### src/rtl/bus_req_pkg.sv
// Shared types and defaults for the arbiter requester front end.
package bus_req_pkg;

  typedef enum logic [1:0] {
    IDLE = 2'd0,
    REQ  = 2'd1,
    XFER = 2'd2,
    REL  = 2'd3
  } state_t;

  localparam int LEN_W_DEF   = 4;
  localparam int TIMEOUT_DEF = 15;
  localparam int TMR_W       = 8;

endpackage

### src/rtl/req_timer.sv
// Saturating wait counter: counts enabled cycles up to LIMIT and flags the
// cycle whose increment reaches LIMIT (and every cycle after that).
module req_timer
  import bus_req_pkg::*;
#(
  parameter int CNT_W = TMR_W,
  parameter int LIMIT = TIMEOUT_DEF
) (
  input  logic clock,
  input  logic reset,
  input  logic clr,
  input  logic en,
  output logic expired
);

  localparam logic [CNT_W-1:0] LAST = CNT_W'(LIMIT - 1);
  localparam logic [CNT_W-1:0] MAX  = CNT_W'(LIMIT);

  logic [CNT_W-1:0] count_r;

  // Wait counter with clear priority over enable, holding at LIMIT.
  always_ff @(posedge clock) begin
    if (!reset) begin
      count_r <= {CNT_W{1'b0}};
    end else if (clr) begin
      count_r <= {CNT_W{1'b0}};
    end else if (en && (count_r != MAX)) begin
      count_r <= count_r + CNT_W'(1);
    end else begin
      count_r <= count_r;
    end
  end

  assign expired = (count_r >= LAST);

endmodule

### src/rtl/bus_requester.sv
// Requester front end: accepts a burst command, requests the bus, issues one
// beat per granted cycle, then releases the request for one cycle.
module bus_requester
  import bus_req_pkg::*;
#(
  parameter int LEN_W   = LEN_W_DEF,
  parameter int TIMEOUT = TIMEOUT_DEF
) (
  input  logic             clock,
  input  logic             reset,
  input  logic             cmd_valid,
  output logic             cmd_ready,
  input  logic [LEN_W-1:0] cmd_len,
  output logic             req,
  input  logic             gnt,
  output logic             beat_valid,
  output logic [LEN_W-1:0] beat_idx,
  output logic             done,
  output logic             timeout
);

  state_t           state_r;
  logic [LEN_W-1:0] remaining_r;
  logic [LEN_W-1:0] beat_idx_r;
  logic             req_r;
  logic             cmd_ready_r;
  logic             done_r;
  logic             timeout_r;
  logic             accept_s;
  logic             wait_en_s;
  logic             expired_s;

  assign accept_s  = (state_r == IDLE) && cmd_valid;
  assign wait_en_s = (state_r == REQ) && !gnt;

  req_timer #(
    .CNT_W (TMR_W),
    .LIMIT (TIMEOUT)
  ) u_timer (
    .clock   (clock),
    .reset   (reset),
    .clr     (accept_s),
    .en      (wait_en_s),
    .expired (expired_s)
  );

  // Burst FSM; req/cmd_ready are loaded with the value for the next state.
  always_ff @(posedge clock) begin
    if (!reset) begin
      state_r     <= IDLE;
      remaining_r <= {LEN_W{1'b0}};
      beat_idx_r  <= {LEN_W{1'b0}};
      req_r       <= 1'b0;
      cmd_ready_r <= 1'b1;
      done_r      <= 1'b0;
      timeout_r   <= 1'b0;
    end else begin
      done_r    <= 1'b0;
      timeout_r <= 1'b0;
      case (state_r)
        IDLE: begin
          if (cmd_valid && cmd_ready_r) begin
            state_r     <= REQ;
            remaining_r <= cmd_len;
            beat_idx_r  <= {LEN_W{1'b0}};
            req_r       <= 1'b1;
            cmd_ready_r <= 1'b0;
          end
        end
        REQ: begin
          // A grant on the final waiting cycle beats the timeout.
          if (gnt) begin
            state_r <= XFER;
          end else if (expired_s) begin
            state_r     <= IDLE;
            req_r       <= 1'b0;
            cmd_ready_r <= 1'b1;
            timeout_r   <= 1'b1;
          end
        end
        XFER: begin
          if (gnt) begin
            if (remaining_r == {LEN_W{1'b0}}) begin
              state_r <= REL;
              req_r   <= 1'b0;
              done_r  <= 1'b1;
            end else begin
              beat_idx_r  <= beat_idx_r + LEN_W'(1);
              remaining_r <= remaining_r - LEN_W'(1);
            end
          end
        end
        REL: begin
          state_r     <= IDLE;
          cmd_ready_r <= 1'b1;
        end
        default: begin
          state_r     <= IDLE;
          remaining_r <= {LEN_W{1'b0}};
          beat_idx_r  <= {LEN_W{1'b0}};
          req_r       <= 1'b0;
          cmd_ready_r <= 1'b1;
        end
      endcase
    end
  end

  assign beat_valid = (state_r == XFER) && gnt;
  assign beat_idx   = beat_idx_r;
  assign req        = req_r;
  assign cmd_ready  = cmd_ready_r;
  assign done       = done_r;
  assign timeout    = timeout_r;

endmodule

### config.mk
export PLATFORM = sky130hd
export DESIGN_NAME = bus_requester
export DESIGN_NICKNAME = d
export VERILOG_FILES = /design/src/rtl/bus_req_pkg.sv /design/src/rtl/req_timer.sv /design/src/rtl/bus_requester.sv
export SDC_FILE = /design/constraint.sdc
export NUM_CORES = 1
export LEC_CHECK = 0
export CAP_MARGIN = 15
export CORE_ASPECT_RATIO = 0.8
export CORE_MARGIN = 8
export CORE_UTILIZATION = 49
export DETAILED_ROUTE_END_ITERATION = 10
export PLACE_DENSITY = 0.75
export SLEW_MARGIN = 25
export SYNTH_ARGS = -nofsm -noshare
export SYNTH_HDL_FRONTEND = slang
export SYNTH_SLANG_ARGS = --single-unit
export TNS_END_PERCENT = 5
### constraint.sdc
create_clock -name clock -period 2.1 [get_ports clock]
set_clock_uncertainty 0.15 [all_clocks]
set_input_delay 0.42 -clock clock [delete_from_list [all_inputs] [get_ports clock]]
set_output_delay 0.42 -clock clock [all_outputs]
set_load 0.02 [all_outputs]
==> results by stage <==
Place:
- The global placement routability congestion is 0.8767.
- The count of buffers from port buffering is 16.
- Detailed placement finished with a half-perimeter wire length of 2.423 mm.

Logic synthesis:
- The number of enable-type register cells in the synthesized netlist is 0.
- The number of warnings reported in the yosys synthesis log is 0.
- The post-synthesis cell area is 0.001304 mm^2.
- By count the netlist is led by 22 x sky130_fd_sc_hd__dfxtp_1, 14 x sky130_fd_sc_hd__inv_1, 14 x sky130_fd_sc_hd__nor2_1.
- The dominant synthesized flop cell is sky130_fd_sc_hd__dfxtp_1.
- The area share of the largest cell type after synthesis is 33.78%.
- Summed over all instances, the cell type with the most area after synthesis is sky130_fd_sc_hd__dfxtp_1.
- The number of nets in the synthesized netlist is 165.
- The proportion of synthesized chip area in sequential cells is 33.78%.
- The share of async-settable or async-resettable flops after synthesis is 0%.
- The number of distinct standard cells referenced by the synthesized netlist is 42.
- A synthesized cell averages 8.869 um^2.
- The synthesized instance count is 147.
- Counting flops and latches in the post-synthesis netlist gives 22.
- Sorting the synthesized cells by area gives the leading types as sky130_fd_sc_hd__dfxtp_1 34%, sky130_fd_sc_hd__ha_1 9.6%, sky130_fd_sc_hd__mux2i_1 5.4%.
- Yosys instantiated no cell more often than sky130_fd_sc_hd__dfxtp_1.

GRT:
- The global router's overall resource usage is 13.38%.
- The initial antenna violation count was 0.
- The maximum number of pins on one net before global-route repair is 15.
- The total congestion overflow is 0.
- The global-route wire length before repair is 5.043 mm.
- The via count of the first global-routing pass came to 1124.

Critical path:
- The type of the worst setup path is reg -> reg.
- The worst-path cell with the longest stage delay is sky130_fd_sc_hd__or3b_4.
- The largest fanout on the critical path is 7.
- The critical path goes through inv_1 -> ha_1 -> or3b_4 -> mux2_4 -> and4_1 -> o21a_1.
- The buffer and inverter count on the worst path is 1.
- The flop-to-flop setup slack is 70 ps.
- The category of the worst setup path capture point is a register.
- The worst endpoint required time is 2170 ps.
- Data arrives at the worst endpoint at 2100 ps.
- The worst setup path is launched from a register.
- The largest stage delay on the critical path is 440 ps.
- The kind of cell with the highest combined delay along the critical path is simple AND/OR/NAND/NOR gates.

Detailed routing:
- After detailed routing, the number of vias per cell comes to 5.626.
- The routed via count is 1204.
- The count of routing violations after the opening detailed-route iteration is 74.
- The final routed wire length divided by cell count is 14.62 um.
- The final layout contains routed wiring with a total length of 3.129 mm.
- The remaining number of nets flagged by the antenna check after routing is 0.
- For this run, design rule violations remaining after detail routing come to 0.
- The length of the first detailed-routing pass in iterations is 5.

Cells and area:
- The antenna diode count is 0.
- The layout has 226 filler cells.
- From synthesis to final layout, the design area changed by 26.78%.
- The ratio of cells with drive above 1 in the final layout is 15.17%.
- The number of nets in the final layout is 197.

Timing:
- The maximum clock rate is 492.7 MHz.
- The smallest hold slack is 326.0 ps.
- The number of endpoints with negative hold slack in the final report is 0.
- Setup repair after global routing left no endpoint under its margin.
- For the finished layout, the period the worst path requires is 2030 ps.
- In this run the tightest slew margin relative to its limit is 65.79%.
- Setup violations remaining at the end of the flow were counted as 0.
- The max-slew violation count is 0.
- The ratio of final minimum period to clock period is 96.65%.
- For the pin with the worst max-slew slack, the measured transition is 500.2 ps.

CTS:
- The clock passes through at most 2 buffers.
- The TritonCTS sink count is 22.
- For the worst-skew pair, the clock arrives at the later sink with an insertion delay of 310 ps.
- The clock transition at the register clock pins on the worst setup and hold paths after CTS is 130 ps.
- In this run the number of H-tree levels came out at 1.
- TritonCTS built the clock tree.
- The number of clock buffers added by TritonCTS is 3.
- The cell chosen for the clock root is sky130_fd_sc_hd__clkbuf_4.
- The number of setup buffers added after CTS is 0.

Power:
- The power per cell area is 815.5 mW/mm^2.
- The worst voltage drop across the vdd grid is 0.4192 mV.
- In this run the static leakage power is 0.6415 nW.
- The total power of the final layout is 1.348 mW.

Die:
- The effective utilization at floorplan is 52.52%.
- The die height is 62.14 um.
- In this run the count of I/O pins placed on the die edge is 17.
- Row generation in the floorplan step produced 16 rows.
- The core box area is 0.002482 mm^2.
- The die is 73.67 um wide.
- The die covers 0.004577 mm^2.

Status:
- The run finished with clean final reports.

Min path:
- The worst hold path belongs to the class reg -> reg.

Job:
- The max capacitance violation total is 0.
## final timing paths
kind / from / depth (start not counted) / to
hold reg to reg: req / 2 / req
hold / removal: req / 2 / req
setup reg to reg: remaining_r[0] / 6 / beat_idx[2]
setup / recovery: remaining_r[0] / 6 / beat_idx[2]
## metrics by stage
stage	instances	setup TNS [ps]	area (um^2)	util, %	setup slack, ps
floorplan	147	0	1304	-	17.22
global placement	210	-650.2	1598	64.36	-157.1
detailed placement	210	-1139	1598	64.36	-234.0
CTS	214	0	1633	65.78	16.50
global route	214	0	1653	66.58	4.634
finish	214	0	1653	66.58	70.32
## layer usage
metal	part of all wire [%]	GRT usage (%)
met5	0	0
met4	0.42	2.239
met3	5.5	4.327
met2	46	20.77
met1	48	17.56
## cells in the final DEF (no fill, tap or decap), types with 2 or more instances in the layout
cell type	instances
sky130_fd_sc_hd__a21boi_1	2
sky130_fd_sc_hd__o31a_1	2
sky130_fd_sc_hd__o211ai_1	2
sky130_fd_sc_hd__inv_1	14
sky130_fd_sc_hd__o31ai_1	4
sky130_fd_sc_hd__buf_4	15
sky130_fd_sc_hd__o21ai_0	3
sky130_fd_sc_hd__xnor2_1	4
sky130_fd_sc_hd__a211oi_1	4
sky130_fd_sc_hd__o21a_1	2
sky130_fd_sc_hd__clkbuf_4	3
sky130_fd_sc_hd__and4_1	3
sky130_fd_sc_hd__nand2b_1	2
sky130_fd_sc_hd__ha_1	10
sky130_fd_sc_hd__nand2_1	6
sky130_fd_sc_hd__clkdlybuf4s50_1	15
sky130_fd_sc_hd__o311ai_1	2
sky130_fd_sc_hd__a21oi_1	6
sky130_fd_sc_hd__nand3_1	6
sky130_fd_sc_hd__a311oi_1	2
sky130_fd_sc_hd__dfxtp_1	21
sky130_fd_sc_hd__nor2_1	14
sky130_fd_sc_hd__nor2b_1	4
sky130_fd_sc_hd__mux2i_1	6
sky130_fd_sc_hd__a2111oi_0	3
sky130_fd_sc_hd__a31oi_1	2
sky130_fd_sc_hd__nand4_1	2
## where the power goes
| part | internal, mW | switching [mW] |
|---|---|---|
| Sequential | 0.466 | 0.0394 |
| Combinational | 0.276 | 0.329 |
| Clock | 0.106 | 0.131 |
| Total | 0.849 | 0.499 |
## worst reg2reg max path, cell delays in order (launching register included)
cell and delay [ps]:
sky130_fd_sc_hd__dfxtp_1 340, sky130_fd_sc_hd__inv_1 110, sky130_fd_sc_hd__ha_1 200, sky130_fd_sc_hd__or3b_4 440, sky130_fd_sc_hd__mux2_4 320, sky130_fd_sc_hd__and4_1 220, sky130_fd_sc_hd__o21a_1 160
## cell type report
| cell class | count | area [um^2] | share of cell area, % |
|---|---|---|---|
| Timing Repair Buffer | 31 | 272.8 | 16.50 |
| Multi-Input combinational cell | 107 | 804.5 | 48.68 |
| Inverter | 14 | 52.55 | 3.179 |
| Sequential cell | 22 | 441.7 | 26.72 |
| Clock buffer | 4 | 36.28 | 2.195 |
| Tap cell | 36 | 45.04 | 2.725 |
## sequential cells by signal, summed over array words and instances, names as in the netlist, named ones only
name	count
state_r	1
req	1
timeout	1
cmd_ready	1
beat_idx	4
remaining_r	4
u_timer.count_r	8
done	1
## repair_timing
action                                  4_1_cts  5_1_grt
pin swaps                                     0        2
endpoints found under the setup margin        2       11
gates resized for setup                       2        7
cloned                                        0        0
hold buffers                                  0        0
## cell families (layout without fill, tap and decap cells)
group | after synthesis | count (layout) | share of synthesized area, %
AND/OR/NAND/NOR | 47 | 47 | 20.25
buffers and inverters | 18 | 49 | 5.854
multiplexers | 8 | 8 | 6.238
adder cells (fa/ha/maj) | 10 | 10 | 9.597
flip-flops | 22 | 22 | 33.78
AO/OA/AOI/OAI | 37 | 37 | 20.92
XOR/XNOR | 5 | 5 | 3.359
(Power assumes the default switching activity.)
